--- src/rtl/muxd_arb.sv ---
// muxd_arb: N-channel multiplexing arbiter with a single registered output stage.
//
// Ports:
//   clk       - single clock, all state updates on the rising edge
//   rst       - synchronous active-high reset
//   mode_in   - 0 = directed (sel_in picks the channel), 1 = round-robin
//   sel_in    - channel to select in directed mode
//   valid_in  - per-channel data valid
//   d_in      - per-channel data, packed [N-1:0][W-1:0]
//   ready_out - per-channel accept (one-hot or zero), combinational
//   m_out     - registered output word, reads 0 while valid_out is 0
//   ch_out    - channel that sourced m_out
//   valid_out - m_out/ch_out hold a word
//   ready_in  - downstream accept
//   err_out   - one-cycle pulse after a directed cycle with sel_in >= N and any valid_in
//   count_out - number of completed output transfers (wraps)
module muxd_arb #(
    parameter int N = 3,
    parameter int W = 16
) (
    input  logic                         clk,
    input  logic                         rst,
    input  logic                         mode_in,
    input  logic [$clog2(N)-1:0]         sel_in,
    input  logic [N-1:0]                 valid_in,
    input  logic [N-1:0][W-1:0]          d_in,
    output logic [N-1:0]                 ready_out,
    output logic [W-1:0]                 m_out,
    output logic [$clog2(N)-1:0]         ch_out,
    output logic                         valid_out,
    input  logic                         ready_in,
    output logic                         err_out,
    output logic [15:0]                  count_out
);

    localparam int          SW = $clog2(N);
    localparam int unsigned NU = N;

    logic [SW-1:0] ptr;
    logic [SW-1:0] gnt;
    logic          gnt_vld;
    logic [SW-1:0] ptr_nxt;
    logic          can_accept;
    logic          accept;
    logic          out_xfer;
    logic          err_cond;

    assign can_accept = !valid_out || ready_in;
    assign accept     = !rst && can_accept && gnt_vld;
    assign out_xfer   = valid_out && ready_in;
    assign err_cond   = !mode_in && (int'(sel_in) >= N) && (|valid_in);

    // Grant selection. The round-robin search walks offsets from the far end
    // down to zero so the last hit (closest to ptr) wins.
    always_comb begin
        int unsigned idx;
        gnt     = '0;
        gnt_vld = 1'b0;
        idx     = 0;
        if (mode_in) begin
            for (int unsigned k = NU; k > 0; k--) begin
                idx = (int'(ptr) + k - 1) % NU;
                if (valid_in[idx]) begin
                    gnt     = SW'(idx);
                    gnt_vld = 1'b1;
                end
            end
        end else if (int'(sel_in) < N) begin
            if (valid_in[sel_in]) begin
                gnt     = sel_in;
                gnt_vld = 1'b1;
            end
        end
    end

    always_comb begin
        ptr_nxt = SW'((int'(gnt) + 1) % NU);
    end

    always_comb begin
        ready_out = '0;
        if (accept) begin
            ready_out[gnt] = 1'b1;
        end
    end

    always_ff @(posedge clk) begin
        if (rst) begin
            ptr       <= '0;
            m_out     <= '0;
            ch_out    <= '0;
            valid_out <= 1'b0;
            err_out   <= 1'b0;
            count_out <= '0;
        end else begin
            err_out <= err_cond;
            if (out_xfer) begin
                count_out <= count_out + 16'd1;
            end
            if (accept) begin
                m_out     <= d_in[gnt];
                ch_out    <= gnt;
                valid_out <= 1'b1;
                if (mode_in) begin
                    ptr <= ptr_nxt;
                end
            end else if (out_xfer) begin
                // Drained with nothing to replace it: clear data so m_out reads 0.
                valid_out <= 1'b0;
                m_out     <= '0;
            end
        end
    end

endmodule

--- config.mk ---
export PLATFORM = sky130hd
export DESIGN_NAME = muxd_arb
export DESIGN_NICKNAME = d
export VERILOG_FILES = /design/src/rtl/muxd_arb.sv
export SDC_FILE = /design/constraint.sdc
export NUM_CORES = 1
export LEC_CHECK = 0
export ABC_AREA = 1
export CORE_AREA = 4 4 109 59
export DETAILED_ROUTE_END_ITERATION = 7
export DIE_AREA = 0 0 113 63
export HOLD_SLACK_MARGIN = 0.1
export PLACE_DENSITY = 0.78
export SLEW_MARGIN = 20
export SYNTH_ARGS = -nofsm -noshare
export SYNTH_HDL_FRONTEND = slang
export SYNTH_SLANG_ARGS = --single-unit
--- constraint.sdc ---
create_clock -name clk -period 2.3 [get_ports clk]
set_input_delay 0.46 -clock clk [delete_from_list [all_inputs] [get_ports clk]]
set_output_delay 0.46 -clock clk [all_outputs]
set_load 0.02 [all_outputs]
== Word-level counts from Yosys, hierarchy flattened ==
Cells that the tools add are included.

* Register bits: 38
* Input port bits: 57
* Output and inout bits: 39
* Word-level logic and storage cells: 68

* Add/sub/neg operators: 8
* Div/mod/pow operators: 4
* Order comparisons: 8
* Multiplexer cells: 29
* Reductions and logical operators: 13

{| class="wikitable"
|+ Operator list
! operator !! number
|-
| $mod 32x2->32 const B || 4
|-
| $lt 32x3->1 const B || 3
|-
| $mux 16 || 3
|-
| $bmux 16 s2 || 1
|-
| $add 16x1->16 const B || 1
|-
| $mux 1 || 13
|-
| $mux 2 || 6
|-
| $sub 3x1->4 const B || 3
|-
| $bmux 1 s2 || 4
|-
| $add 2x1->3 const B || 2
|-
| $add 2x2->3 const B || 2
|-
| $logic_and 1x1->1 || 6
|-
| $lt 2x3->1 const B || 2
|-
| $logic_not 1->1 || 3
|-
| $mux 3 || 1
|-
| $reduce_or 3->1 || 1
|-
| $demux 1 s2 || 1
|-
| $ge 2x1->1 const B || 1
|-
| $ge 2x2->1 const B || 1
|-
| $lt 2x2->1 const B || 1
|-
| $reduce_and 2->1 || 1
|-
| $reduce_bool 2->1 || 1
|-
| $logic_or 1x1->1 || 1
|}

== Longest topological paths before layout ==
Gate-level depths: netlist (run 1).

* Depth after elaboration: 14
* Gate-level depth with buffers: 18
* Mapped depth without buffers: 17

== Worst setup path before layout (run 1) ==
No wires, ideal clock.

* Path kind: register to output
* Start point: register ptr[0]
* End point: output port ready_out[2]
* Data arrival time: 1.987 ns
* Required time: 1.840 ns
* Slack: -0.147 ns
* Stages on the path, launching flop included: 14
* Buffers on the path: 2
* Cells stage by stage: dfxtp_1 inv_1 ha_1 inv_2 nand3_2 nand2_1 nand2_1 nand2_1 nand2_1 nand2_1 nand2_1 buf_6 buf_4 nor3_1

* Longest elaborated chain between the ends: 14
* Elaborated cells between the ends (all ways): 30
* Those cells by class: add/sub: 6; div: 3; order compare: 2; mux: 17; reduce/logical: 2

{| class="wikitable"
|+ Ends and longest elaborated chain
! element !! line !! text
|-
| from (decl) || 39 || <nowiki>logic [SW-1:0] ptr;</nowiki>
|-
| from (signal assigned) || 105 || <nowiki>ptr <= ptr_nxt;</nowiki>
|-
| $add 2x2->3 || 62 || <nowiki>idx = (int'(ptr) + k - 1) % NU;</nowiki>
|-
| $sub 3x1->4 || 62 ||
|-
| $mod 32x2->32 || 62 ||
|-
| $bmux 1 s2 || 63 || <nowiki>if (valid_in[idx]) begin</nowiki>
|-
| $mux 1 (not written as such) || 63 ||
|-
| $mux 2 (3 in a row) || 63 ||
|-
| $mux 2 || 60 || <nowiki>if (mode_in) begin</nowiki>
|-
| $lt 2x3->1 (not written as such) / $ge 2x1->1 (equally long branches) || 83 || <nowiki>ready_out[gnt] = 1'b1;</nowiki>
|-
| $logic_and 1x1->1 (not written as such) || 83 ||
|-
| $mux 1 (not written as such) || 83 ||
|-
| $demux 1 s2 || 83 ||
|-
| $mux 3 (*) || 82 || <nowiki>if (accept) begin</nowiki>
|-
| to (decl) || 27 || <nowiki>output logic [N-1:0] ready_out,</nowiki>
|}

Every way passes the cells marked *; elsewhere a longest branch is shown, timed or not. The select of a mux whose other input is x is not followed.

== Worst setup path in the final report (run 1) ==
* Start point: register ptr[0]
* End point: output port ready_out[1]

The elaborated chain is that of the path after synthesis.

==> flow_summary_export.csv, run 1 <==
group,metric,value,unit
worst_setup_path,cp-start-kind,"register",
routing,antenna_violating_nets_post_route,0,
job,number_of_max_cap_violations,0,
sta,report.final.slew_viol_count,0,
synth,synth_cells,342,
outcome,failing_checks,"setup timing",
placed_design,globalplace.congestion,0.8390,
worst_setup_path,critical_path_arrival,1.99,ns
worst_setup_path,buf_inv_on_cp,6,
sta,rsz0062_at_grt,"yes",
routing,detailedRoute.firstPassIterationCount,4,
clocking,cts_num_sinks,38,
power_and_ir_drop,vdd_drop_max,0.0002996,V
synth,synth_xor_area_share,0.7663,%
placed_design,placed_cells_incl_taps,532,
synth,synth_fp_nets,403,
sta,finalWorstSetupSlack,-0.1543,ns
sta,finalCriticalPeriod,2.454,ns
placed_design,hpwl,5149,µm
floorplan,core.rowCount,19,
worst_setup_path,crit_path_max_fanout,4,
sta,relSlewSlack,75.95,%
routing,viasPerCell,4.843,
cells_and_area,layout.cells.most_common_list,"97 x sky130_fd_sc_hd__nand2_1, 89 x sky130_fd_sc_hd__clkdlybuf4s50_1, 41 x sky130_fd_sc_hd__buf_4",
sta,setup_tns,-0.3501,ns
synth,synth.yosys.seq_area_share,33.28,%
worst_setup_path,timing.setup.critical_path_class,"register to output pin",
synth,synth_cell_types,31,
floorplan,die_area,7119,µm²
floorplan,die_w,113,µm
routing,route.detailed.wl_per_inst,13.96,µm
clocking,cts_made_buffers,5,
worst_setup_path,crit_end_category,"output pin",
floorplan,placeableCoreArea,5396,µm²
grt,combined_global_route_utilization_of_all_metal_layers,20.73,%
synth,main_combinational_cell_family_by_area_after_synthesis,"simple AND/OR/NAND/NOR gates",
worst_hold_path,worst_hold_path_type,"register to register",
synth,syn-cell-area,2286,µm²
worst_setup_path,crit_family,"buffers and inverters",
cells_and_area,share_of_post_route_cells_with_drive_strength_above_1,23.77,%
worst_setup_path,timing.critical_path.cells,"inv_2 -> ha_4 -> inv_4 -> buf_4 -> buf_4 -> buf_4 -> nand2_2 -> nand3_4 -> nand2_4 -> nand2_4 -> nor2_4 -> buf_6",
worst_setup_path,slowest_stage_cell_crit_path,"sky130_fd_sc_hd__dfxtp_2",
worst_setup_path,critical-path-top-cell-by-count,"sky130_fd_sc_hd__buf_4",
clocking,path_clk_slew,0.08,ns
grt,first_pass_grt_wire_length,12000,µm
clocking,clock_tree_from_tritoncts,"yes",
synth,syn_area_per_cell,6.684,µm²
cells_and_area,fin_nets,548,
synth,ys.warnings.count,0,
sta,skew,0.01014,ns
worst_setup_path,data_required_critical_path,1.84,ns
synth,synth_fa_ha_area_share,2.189,%
grt,grt.overflow.total,0,
synth,yosysTopAreaCellShare,33.28,%
clocking,htreeDepth,2,
power_and_ir_drop,leakage,1.726,nW
synth,post-synth-top-area-cell,"sky130_fd_sc_hd__dfxtp_1",
synth,yosys.area_share.simple,41.76,%
grt,grt_antenna_before_repair,0,
power_and_ir_drop,power_density,520.4,nW/µm²
synth,synth.area.mux_share,0,%
sta,post-route-period-util,106.7,%
floorplan,top_level_ports,96,
outcome,run_status,"finished, violations left",
routing,drcViolationCount,0,
synth,synth_compound_area_share,10.45,%
worst_setup_path,timing.critical_path.slowest_cell_delay,0.34,ns
cells_and_area,final_common_cell,"sky130_fd_sc_hd__nand2_1",
synth,synth.area.top_cells,"sky130_fd_sc_hd__dfxtp_1 33%, sky130_fd_sc_hd__nand2_1 17%, sky130_fd_sc_hd__nand3_1 9.4%, sky130_fd_sc_hd__inv_1 6.7%, sky130_fd_sc_hd__a21oi_1 4.6%",
floorplan,start_util,42.36,%
cells_and_area,diodes_inserted,0,
sta,worst_tran_pin_value,0.3588,ns
clocking,cts_root_buffer,"sky130_fd_sc_hd__clkbuf_8",
sta,finalHoldViolations,0,
floorplan,dieHeight,63,µm
cells_and_area,fin_cells,561,
clocking,post_cts_hold_buffer_count,0,
grt,via_count_of_the_first_global_routing_pass,2568,
synth,synth.ff_latch_count,38,
clocking,clock_path_buffers,2,
grt,largest_net_degree_at_the_start_of_global_routing,26,
cells_and_area,area_growth_from_synthesis_to_final_layout,72.41,%
sta,max_freq,407.5,MHz
routing,detail_route.iter0.violations,137,
routing,detail_route.wirelength,7833,µm
clocking,worstSkewPairLatency,0.30,ns
routing,detailroute.via_count,2717,
placed_design,portBuffers,95,
power_and_ir_drop,power,2.051,mW
sta,setup_viol_count_final,3,
-- power by group --
| group | switching [mW] | total, mW | internal (mW) |
|---|---|---|---|
| logic | 0.375 | 0.749 | 0.374 |
| clock network | 0.265 | 0.588 | 0.323 |
| registers | 0.0209 | 0.714 | 0.693 |
| total | 0.661 | 2.05 | 1.39 |
-- flip-flops by register name (all words and copies together), names as in the netlist --
signal	cells
count_out	16
m_out	16
ch_out	2
ptr	2
err_out	1
valid_out	1
-- what timing repair did --
item | 4_1_cts | 5_1_grt
setup endpoints to repair | 3 | 12
pin swaps | 11 | 21
gates resized for setup | 37 | 23
setup buffers | 17 | 6
-- cells in the mapped netlist --
cell type and n:
sky130_fd_sc_hd__nor2_1 17, sky130_fd_sc_hd__a31oi_1 2, sky130_fd_sc_hd__inv_2 6, sky130_fd_sc_hd__nor3_4 1
sky130_fd_sc_hd__buf_6 3, sky130_fd_sc_hd__nor3b_1 1, sky130_fd_sc_hd__nand4_1 12, sky130_fd_sc_hd__nor3_2 2
sky130_fd_sc_hd__ha_1 4, sky130_fd_sc_hd__nor3_1 2, sky130_fd_sc_hd__nand3_1 43, sky130_fd_sc_hd__o21a_1 1
sky130_fd_sc_hd__nand2_4 1, sky130_fd_sc_hd__a21oi_1 21, sky130_fd_sc_hd__nand2_1 103, sky130_fd_sc_hd__nor2_2 1
sky130_fd_sc_hd__buf_4 3, sky130_fd_sc_hd__o21ai_1 2, sky130_fd_sc_hd__o21ai_0 14, sky130_fd_sc_hd__dfxtp_1 38
sky130_fd_sc_hd__a21oi_4 1, sky130_fd_sc_hd__clkbuf_1 2, sky130_fd_sc_hd__bufinv_8 1, sky130_fd_sc_hd__inv_4 1
sky130_fd_sc_hd__nand2_8 1, sky130_fd_sc_hd__nand2_2 6, sky130_fd_sc_hd__inv_1 41, sky130_fd_sc_hd__a21oi_2 2
sky130_fd_sc_hd__nand3_2 4, sky130_fd_sc_hd__nor2_4 4, sky130_fd_sc_hd__xor2_1 2
-- per-layer routing --
metal	wire length (µm)	track usage (%)
met2	4080	35.91
met5	0	0
met1	3352	25.42
met4	106	6.597
met3	293	4.836
-- worst register-to-register path, delay by kind of cell, from the launching register on --
kind            cells  cell delay (ns)
simple gates        8             0.52
buf+inv            10             0.98
fa+ha+maj           1             0.26
compound gates      1             0.05
flops               1             0.34
-- per-stage QoR --
step                util [%]  hold slack [ns]  worst slack (ns)  area [µm²]
global placement       64.99           0.4526           -0.5918        3507
floorplan                  -           0.5302           0.02243        2291
finish                 73.04           0.4678           -0.1543        3941
global route           73.04           0.4940           -0.2480        3941
CTS                    70.65           0.4689           -0.1287        3812
detailed placement     64.99           0.4565           -0.6375        3507
-- path summary, 6_finish.rpt --
| check | from | endpoint | slack (ns) | cells after the start |
|---|---|---|---|---|
| min reg2reg | m_out[0] | m_out[0] | 0.47 | 2 |
| max | ptr[0] | ready_out[1] | -0.15 | 12 |
| max reg2reg | ptr[0] | ptr[0] | 0.04 | 20 |
| min | m_out[0] | m_out[0] | 0.47 | 2 |
-- area by class of cell --
cell class                      count  area (µm²)
Multi-Input combinational cell    247        1385
Inverter                           49       196.4
Sequential cell                    38       765.7
Clock buffer                        5       68.82
Fill cell                         416        1455
Tap cell                           73       91.34
Timing Repair Buffer              146        1389
Clock inverter                      3       45.04
-- kinds of logic after synthesis --
group | count (synthesis)
fa+ha+maj | 4
xor+xnor | 2
compound gates | 43
flops | 38
simple gates | 198
buf+inv | 57
(Power assumes the default switching activity.)
==> run 2, diff against run 1 <==
--- a/config.mk
+++ b/config.mk
@@ -6,6 +6,7 @@
 export NUM_CORES = 1
 export LEC_CHECK = 0
 export ABC_AREA = 1
+export CAP_MARGIN = 25
 export CORE_AREA = 4 4 109 59
 export DETAILED_ROUTE_END_ITERATION = 7
 export DIE_AREA = 0 0 113 63
==> results of run 2 <==
Final layout, timing and power as in run 1 (identical DEF).
